===== src/rtl/serial_pkg.sv =====
// Shared constants for the serial link: FSM state encodings and the default word width.
package serial_pkg;

  localparam int SER_WIDTH = 8;

  localparam logic [1:0] ST_IDLE   = 2'd0;
  localparam logic [1:0] ST_SHIFT  = 2'd1;
  localparam logic [1:0] ST_PARITY = 2'd2;

endpackage


===== src/rtl/serial_bit_counter.sv =====
// Loadable down-counter with a zero flag; stops at zero, so it cannot wrap.
module serial_bit_counter #(
  parameter int CNT_W = 3
) (
  input  logic             clk,
  input  logic             rst,
  input  logic             i_load,
  input  logic [CNT_W-1:0] i_load_val,
  input  logic             i_dec,
  output logic             o_zero
);

  logic [CNT_W-1:0] r_cnt;

  always_ff @(posedge clk or posedge rst) begin
    if (rst) begin
      r_cnt <= '0;
    end else if (i_load) begin
      r_cnt <= i_load_val;
    end else if (i_dec && (r_cnt != '0)) begin
      r_cnt <= r_cnt - 1'b1;
    end
  end

  assign o_zero = (r_cnt == '0);

endmodule


===== src/rtl/piso_serializer.sv =====
// MSB-first parallel-in/serial-out transmitter with valid/ready input and gapless streaming.
// Optional even-parity bit after the LSB when PIPO_PARITY_EN is defined.
//
// state     | meaning
// ----------|-----------------------------------------------------------
// ST_IDLE   | no frame in flight; sout=0, ready to accept
// ST_SHIFT  | sending data bits, shreg MSB on sout, counter tracks bits left
// ST_PARITY | sending the parity bit (PIPO_PARITY_EN builds only)
module piso_serializer
  import serial_pkg::*;
#(
  parameter int WIDTH = SER_WIDTH
) (
  input  logic             clk,
  input  logic             rst,
  input  logic [WIDTH-1:0] din,
  input  logic             din_valid,
  output logic             din_ready,
  output logic             sout,
  output logic             sout_valid,
  output logic             busy,
  output logic             done
);

  localparam int CNT_W = $clog2(WIDTH);
  localparam logic [CNT_W-1:0] CNT_LAST = CNT_W'(WIDTH - 1);

  logic [1:0]       r_state;
  logic [WIDTH-1:0] r_shreg;
  logic             w_cnt_zero;
  logic             w_last_bit;
  logic             w_accept;
  logic             w_shifting;

  assign w_shifting = (r_state == ST_SHIFT);

  serial_bit_counter #(
    .CNT_W (CNT_W)
  ) u_bit_cnt (
    .clk        (clk),
    .rst        (rst),
    .i_load     (w_accept),
    .i_load_val (CNT_LAST),
    .i_dec      (w_shifting),
    .o_zero     (w_cnt_zero)
  );

`ifdef PIPO_PARITY_EN
  logic r_parity;

  assign w_last_bit = (r_state == ST_PARITY);

  // Parity is taken from the word as accepted, not from the shifting register.
  always_ff @(posedge clk or posedge rst) begin
    if (rst) begin
      r_parity <= 1'b0;
    end else if (w_accept) begin
      r_parity <= ^din;
    end
  end
`else
  assign w_last_bit = w_shifting && w_cnt_zero;
`endif

  assign din_ready  = (r_state == ST_IDLE) || w_last_bit;
  assign w_accept   = din_valid && din_ready;
  assign sout_valid = (r_state != ST_IDLE);
  assign busy       = (r_state != ST_IDLE);
  assign done       = w_last_bit;

  always_comb begin
    sout = 1'b0;
    if (w_shifting) begin
      sout = r_shreg[WIDTH-1];
    end
`ifdef PIPO_PARITY_EN
    else if (r_state == ST_PARITY) begin
      sout = r_parity;
    end
`endif
  end

  // An accept can only occur in IDLE or on the last bit cycle, so it always starts a fresh frame.
  always_ff @(posedge clk or posedge rst) begin
    if (rst) begin
      r_state <= ST_IDLE;
      r_shreg <= '0;
    end else if (w_accept) begin
      r_state <= ST_SHIFT;
      r_shreg <= din;
    end else begin
      case (r_state)
        ST_IDLE: begin
          r_state <= ST_IDLE;
        end
        ST_SHIFT: begin
          r_shreg <= {r_shreg[WIDTH-2:0], 1'b0};
          if (w_cnt_zero) begin
`ifdef PIPO_PARITY_EN
            r_state <= ST_PARITY;
`else
            r_state <= ST_IDLE;
`endif
          end
        end
        default: begin
          r_state <= ST_IDLE;
        end
      endcase
    end
  end

endmodule


===== config.mk =====
export PLATFORM = sky130hd
export DESIGN_NAME = piso_serializer
export DESIGN_NICKNAME = d
export VERILOG_FILES = /design/src/rtl/serial_pkg.sv /design/src/rtl/serial_bit_counter.sv /design/src/rtl/piso_serializer.sv
export SDC_FILE = /design/constraint.sdc
export NUM_CORES = 1
export LEC_CHECK = 0
export ABC_AREA = 1
export CAP_MARGIN = 10
export CORE_UTILIZATION = 47
export DETAILED_ROUTE_END_ITERATION = 12
export GPL_ROUTABILITY_DRIVEN = 0
export PLACE_DENSITY = 0.83
export SETUP_SLACK_MARGIN = 0.02
export SYNTH_ARGS = -nofsm -noshare
export SYNTH_HDL_FRONTEND = slang
export SYNTH_SLANG_ARGS = --single-unit

===== constraint.sdc =====
create_clock -name clk -period 1.8 [get_ports clk]
set_input_delay 0.18 -clock clk [delete_from_list [all_inputs] [get_ports clk]]
set_output_delay 0.18 -clock clk [all_outputs]
set_load 0.05 [all_outputs]

Word-level counts from Yosys, hierarchy flattened:

Cells that the tools add are included.

* bits in registers: 13
* latch bits: 0
* RAM bits: 0
* bits in read-only memories: 0
* input port bits: 11
* output and inout port bits: 5
* logic and storage cells: 24
* memories: 0

* add/sub/neg operators: 1
* multiply operators: 0
* divide/modulo/power cells: 0
* order comparisons: 0
* eq/ne operators: 2
* shift-type cells: 0
* muxes and demuxes: 8
* bitwise logic cells: 0
* reduce and logical (&&, ||, !) cells: 10

Operator list (count)
* $mux 8: 2
* $mux 2: 3
* $mux 3: 2
* $reduce_bool 2->1: 3
* $logic_and 1x1->1: 3
* $logic_not 3->1: 1
* $ne 3x2->1 const B: 1
* $reduce_bool 3->1: 1
* $sub 3x1->3 const B: 1
* $eq 2x1->1 const B: 1
* $logic_not 2->1: 1
* $logic_or 1x1->1: 1
* $mux 1: 1

Longest topological paths before layout:

Gate-level depths: netlist of the first run.

* depth after elaboration: 5
* gate-level depth with buffers: 9
* depth with buffers taken out: 9

Modules after synthesis:

Synthesis of the first run repeated with hierarchy kept, for this count alone.

* cells, all modules: 97
* area total of the unflattened synthesis: 734.5 um^2

Modules (own cells, without submodules)
* piso_serializer: instances 1, cells each 69, area an instance 538.0 um^2, seq. area each 225.2 um^2
* serial_bit_counter: instances 1, cells each 28, area an instance 196.4 um^2, seq. area each 75.1 um^2

Least setup slack after synthesis of the first run:

OpenSTA, ideal clock, no wires.

* kind: reg2out
* start point: register r_state[0]
* end point: output done
* arrival: 1.197 ns
* required time: 1.620 ns
* setup slack: 0.423 ns
* cell stages (with the launch flop): 3
* path buffers: 0
* cells stage by stage: dfrtp_1 > nand2_1 > inv_1

* longest elaborated chain between the ends: 2

RTL lines
* from (decl): RTL line piso_serializer.sv:28 `logic [1:0] r_state;`
* from (signal assigned): RTL line piso_serializer.sv:86 `r_state <= ST_IDLE;`
* from (signal assigned): RTL line piso_serializer.sv:89 `r_state <= ST_SHIFT;`
* from (signal assigned): RTL line piso_serializer.sv:94 `r_state <= ST_IDLE;`
* $eq 2x1->1: RTL line piso_serializer.sv:35 `assign w_shifting = (r_state == ST_SHIFT);`
* $logic_and 1x1->1: RTL line piso_serializer.sv:62 `assign w_last_bit = w_shifting && w_cnt_zero;`
* to (decl): RTL line piso_serializer.sv:22 `output logic done`

No other way between the ends.

Worst setup path in the final report of the first run:

* start point: register u_bit_cnt.r_cnt[0]
* end point: output din_ready

* longest elaborated chain between the ends: 3

RTL lines
* from (decl): RTL line serial_bit_counter.sv:13 `logic [CNT_W-1:0] r_cnt;`
* from (signal assigned): RTL line serial_bit_counter.sv:19 `r_cnt <= i_load_val;`
* from (signal assigned): RTL line serial_bit_counter.sv:21 `r_cnt <= r_cnt - 1'b1;`
* $logic_not 3->1: RTL line serial_bit_counter.sv:25 `assign o_zero = (r_cnt == '0);`
* $logic_and 1x1->1: RTL line piso_serializer.sv:62
* $logic_or 1x1->1: RTL line piso_serializer.sv:65 `assign din_ready = (r_state == ST_IDLE) || w_last_bit;`
* to (decl): RTL line piso_serializer.sv:18 `output logic din_ready,`

No other way between the ends.

==> impl_metrics.yaml, run 1 <==
outcome:
  result_of_the_run: "finished, final reports clean"
sta:
  report.final.setup_viol: 0
  final-max-slew-violation-count: 0
  rsz0062_at_grt: "no"
  final.min_clock_period_ps: 1660
  report.final.hold_viol_count: 0
  fin_setup_tns_ps: 0
  clock-skew-final_ps: 2.65
  post_route_fraction_of_the_period_consumed_by_the_critical_path_pct: 92.1
  worst_slew_pin_slew_ps: 467
  max_freq_mhz: 603
  relSlewSlack_pct: 68.8
floorplan:
  die_height_um: 39.9
  initial_core_util_pct: 51.3
  floorplan.io_pins: 16
  core_area_um2: 1320
  floorplan.die_area_um2: 1590
  row_count: 13
  chipWidth_um: 39.9
synth:
  synth_most_common_cell: "nand2_1"
  synth_edf_count: 0
  async_reset_ff_share_pct: 100
  ys_dominant_reg_cell: "dfrtp_1"
  postSynthAreaPerCell_um2: 7.68
  synth.lib_cells_used.distinct: 12
  syn_area_um2: 676
  fraction_of_post_synthesis_cell_area_in_the_top_cell_type_by_area_pct: 44.4
  leading_cell_types_by_total_area_after_synthesis: "dfrtp_1 44%, nand2_1 14%, nand3_1 12%"
  synth_warnings: 0
  most_used_standard_cells_in_the_synthesized_netlist: "25 x nand2_1, 18 x inv_1, 16 x nand3_1, 12 x dfrtp_1, 6 x nor2_1"
  synthDominantAreaCellType: "dfrtp_1"
  syn_nets: 101
  post_synth_inst_count: 88
  seq_area_frac_synth_pct: 44.4
  synth-seq-cells: 12
worst_setup_path:
  worst-endpoint-required_ps: 1620
  worst-r2r-cell-count: 8
  worst-r2r-setup-slack_ps: 420
  path_max_fanout: 14
  cp_cell_sequence: "inv_1 > ha_1 > ha_1 > inv_1 > nand2_4 > buf_12"
  critPathSlowestCell: "dfrtp_1"
  crit_arrival_ps: 1480
  critPathMaxStageDelay_ps: 330
  crit_path_start: "u_bit_cnt.r_cnt[0]"
  critical-path-top-delay-family: "adder cells"
  critPathLaunchType: "register"
  worst_reg2reg_startpoint: "u_bit_cnt.r_cnt[0]"
  worstPathBufferInverterCount: 3
  cp_capture_type: "output port"
  setup.worst_path.class: "reg -> out"
  rr_endpoint: "u_bit_cnt.r_cnt[0]"
final_layout:
  post_route_cells_drive_above_1_share_pct: 13.5
  area.growth.synth_to_final_pct: 27.8
  fillCellCount: 118
  area.sequential_um2: 300
  multiInputGateArea_um2: 270
  postLayoutCoreUtil_pct: 65.5
  antenna_cells: 0
  design.final.nets: 118
detailed_routing:
  drt_pass1_iterations: 4
  drt_first_iter_violations: 18
  avg_vias_per_cell: 4.81
  routed_wirelength_um: 1240
  overall_via_count_from_detail_route: 572
  detail-route-antenna-nets: 0
  detail_route.wl_per_cell_um: 10.4
  route.detailed.drc: 0
cts:
  cts_tree: "done"
  clk_latency_ps: 280
  clkSlewWorstSetupHoldPaths_ps: 80
  number_of_setup_buffers_added_after_cts: 0
  cts_hold_buffers: 0
  cts.path.max_buffers: 2
  cts-htree-levels: 1
  cts-buffers-inserted: 3
  clock_tree.root_cell: "clkbuf_4"
  cts.repair.resized: 0
  numClockSinks: 12
min_path:
  timing.hold.worst.class: "in -> async"
global_route:
  wire_length_of_the_first_global_routing_pass_um: 1750
  first_global_vias: 425
  antenna_found_initial: 0
  grt_max_degree: 15
  global_route.overflow_total: 0
  global_route.usage.total_pct: 17.5
power_and_ir_drop:
  worst_ir_drop_vdd_mv: 0.696
  power_density_nw_per_um2: 1520
  cell_leakage_power_uw: 0.000461
placed_design:
  dp_hpwl_um: 917
  numPortBuffers: 15
job:
  maxCapViolations: 0
==> registers in the layout, summed over array words and instances (netlist names) <==
| signal | count |
|---|---|
| u_bit_cnt.r_cnt | 3 |
| r_state | 1 |
| r_shreg | 8 |
==> cell type report <==
class / instances / share of cell area [%]
sequential: 12 / 34.8
tap: 15 / 2.17
clock buffer: 4 / 4.20
inverter: 18 / 7.83
timing repair buffer: 16 / 19.7
multi-input combinational: 54 / 31.3
==> cells in the final DEF, fill, tap and decap left out, drive strengths merged <==
cell type      netlist  layout
buf                  4       6
nand3               17      17
nand2               27      27
ha                   2       2
clkdlybuf4s50        0      10
o21ai                1       1
inv                 18      18
dfrtp               12      12
nor2                 7       7
clkbuf               0       4
==> report_power, final <==
group          internal [uW]  leakage (uW)  switching [uW]
clock network            123     0.0000210             100
logic                    248      0.000289             412
registers                372      0.000150            56.0
total                    743      0.000461             568
==> logic make-up (layout without fill, tap and decap cells) <==
group           Yosys count  after routing  share of synthesized area (%)
flops                    12             12                           44.4
compound gates            1              1                          0.740
buf+inv                  22             38                           15.6
simple gates             51             51                           35.6
fa+ha+maj                 2              2                           3.70
==> layer usage <==
| layer | wire length [um] | global-route usage (%) | vias to the layer above |
|---|---|---|---|
| met2 | 587 | 27.0 | 19 |
| met3 | 50 | 3.41 | 5 |
| met5 | 0 | 0 | - |
| met1 | 560 | 21.1 | 250 |
| li1 | - | - | 298 |
| met4 | 42 | 12.9 | 0 |
==> stage by stage <==
stage          setup WS [ps]  area [um^2]  cells  power [uW]  hold WS, ps
2_1_floorplan            423          676     88         922         44.7
4_1_cts                  134          863    119        1320          224
5_1_grt                 78.9          863    119        1400          255
3_3_place_gp             490          827    115        1070          465
6_report                 142          863    119        1310          201
3_5_place_dp             420          827    115        1100          478
==> how the worst max path moves through the flow <==
stage | to | cells after the start | slack, ps
3_3_place_gp | r_shreg[2] | 5 | 490
3_5_place_dp | u_bit_cnt.r_cnt[0] | 8 | 420
2_1_floorplan | done | 2 | 420
4_1_cts | din_ready | 6 | 130
5_1_grt | din_ready | 6 | 80
6_report | din_ready | 6 | 140
Power figures use the tool's default switching activity.
==> run 2: changes to the inputs <==
- SKIP_LAST_GASP: not set -> 1
- SLEW_MARGIN: not set -> 20
==> results of run 2 <==
No change in the layout: final DEF, timing and power equal those of run 1.
==> run 3: changes to the inputs <==
- RECOVER_POWER: not set -> 50
==> impl_metrics.yaml, run 3 (same netlist as run 1, synthesis figures left out) <==
final_layout:
  postLayoutCoreUtil_pct: 65.0
  antenna_cells: 0
  post_route_cells_drive_above_1_share_pct: 11.5
  layout.cells.most_common_list: "25 x nand2_1, 18 x inv_1, 16 x nand3_1"
  top_regs: "r_shreg (8), u_bit_cnt.r_cnt (3), r_state (1)"
  design.final.nets: 118
  max_flop_register: "r_shreg"
  area.growth.synth_to_final_pct: 26.7
  largest_register_ff_count: 8
  mostFrequentLayoutCell: "nand2_1"
worst_setup_path:
  worst-endpoint-required_ps: 1620
  critical-path-top-delay-family: "adder cells"
  path_max_fanout: 14
  cp_cell_sequence: "inv_1 > ha_1 > ha_1 > inv_1 > nand2_4 > buf_12"
  cp_capture_type: "output port"
  worstPathBufferInverterCount: 3
  critPathMaxStageDelay_ps: 330
  setup.worst_path.class: "reg -> out"
  crit_arrival_ps: 1480
  critPathSlowestCell: "dfrtp_1"
  critPathLaunchType: "register"
global_route:
  wire_length_of_the_first_global_routing_pass_um: 1750
  global_route.usage.total_pct: 17.5
  global_route.overflow_total: 0
  grt_max_degree: 15
  antenna_found_initial: 0
  first_global_vias: 425
cts:
  cts.path.max_buffers: 2
  cts-htree-levels: 1
  clkSlewWorstSetupHoldPaths_ps: 80
  clk_latency_ps: 280
  cts_hold_buffers: 0
  clock_tree.root_cell: "clkbuf_4"
  number_of_setup_buffers_added_after_cts: 0
  cts.repair.resized: 0
  numClockSinks: 12
  cts-buffers-inserted: 3
  cts_tree: "done"
floorplan:
  initial_core_util_pct: 51.3
  row_count: 13
  core_area_um2: 1320
  floorplan.io_pins: 16
  floorplan.die_area_um2: 1590
  die_height_um: 39.9
  chipWidth_um: 39.9
sta:
  report.final.setup_viol: 0
  final-max-slew-violation-count: 0
  max_freq_mhz: 604
  rsz0062_at_grt: "no"
  relSlewSlack_pct: 60.9
  clock-skew-final_ps: 2.79
  setup_ws_ps: 145
  fin_setup_tns_ps: 0
  report.final.hold_viol_count: 0
  worst_slew_pin_slew_ps: 589
  final.min_clock_period_ps: 1660
  post_route_fraction_of_the_period_consumed_by_the_critical_path_pct: 92.0
detailed_routing:
  drt_first_iter_violations: 20
  drt_pass1_iterations: 3
  avg_vias_per_cell: 4.69
  detail-route-antenna-nets: 0
  routed_wirelength_um: 1230
  overall_via_count_from_detail_route: 558
  route.detailed.drc: 0
  detail_route.wl_per_cell_um: 10.3
job:
  maxCapViolations: 0
power_and_ir_drop:
  worst_ir_drop_vdd_mv: 0.692
  cell_leakage_power_uw: 0.000455
  power_density_nw_per_um2: 1520
placed_design:
  dp_slack_ps: 420
  numPortBuffers: 15
  dp_hpwl_um: 917
min_path:
  timing.hold.worst.class: "in -> async"
outcome:
  result_of_the_run: "finished, final reports clean"
## run 3: path summary, 6_finish.rpt
check / slack, ps / from / to / depth (start not counted)
min: 340 / rst / r_shreg[1] / 2
max: 140 / u_bit_cnt.r_cnt[0] / din_ready / 6
min reg2reg: 500 / r_shreg[0] / r_shreg[0] / 2
max in group asynchronous: 1150 / rst / r_state[0] / 2
max reg2reg: 420 / u_bit_cnt.r_cnt[0] / u_bit_cnt.r_cnt[1] / 9
min in group clk: 460 / din[0] / r_shreg[0] / 3
## run 3: metrics by stage
stage / std cells / hold slack [ps] / instance area (um^2) / total power [uW]
after floorplan: 88 / 44.7 / 676 / 922
after global routing: 119 / 392 / 856 / 1390
final: 119 / 338 / 856 / 1300
after global placement: 115 / 465 / 827 / 1070
after detailed placement: 115 / 478 / 827 / 1100
after CTS: 119 / 224 / 863 / 1320
## run 3: area by class of cell
cell class,instances,area [um^2]
Multi-Input combinational cell,54,270
Timing Repair Buffer,16,163
Sequential cell,12,300
Fill cell,119,462
Inverter,18,67.6
Tap cell,15,18.8
Clock buffer,4,36.3
## run 3: power by group
| part | leakage [uW] | switching (uW) | internal (uW) | total (uW) |
|---|---|---|---|---|
| Combinational | 0.000283 | 413 | 238 | 651 |
| Sequential | 0.000150 | 55.1 | 372 | 427 |
| Clock | 0.0000210 | 99.2 | 123 | 222 |
| Total | 0.000455 | 567 | 733 | 1300 |
## run 3: layer usage
layer	wire length, um	vias up	global-route usage (%)
li1	-	298	-
met1	563	243	21.1
met2	583	12	27.0
met3	42	5	3.41
met4	41	0	12.9
met5	0	-	0
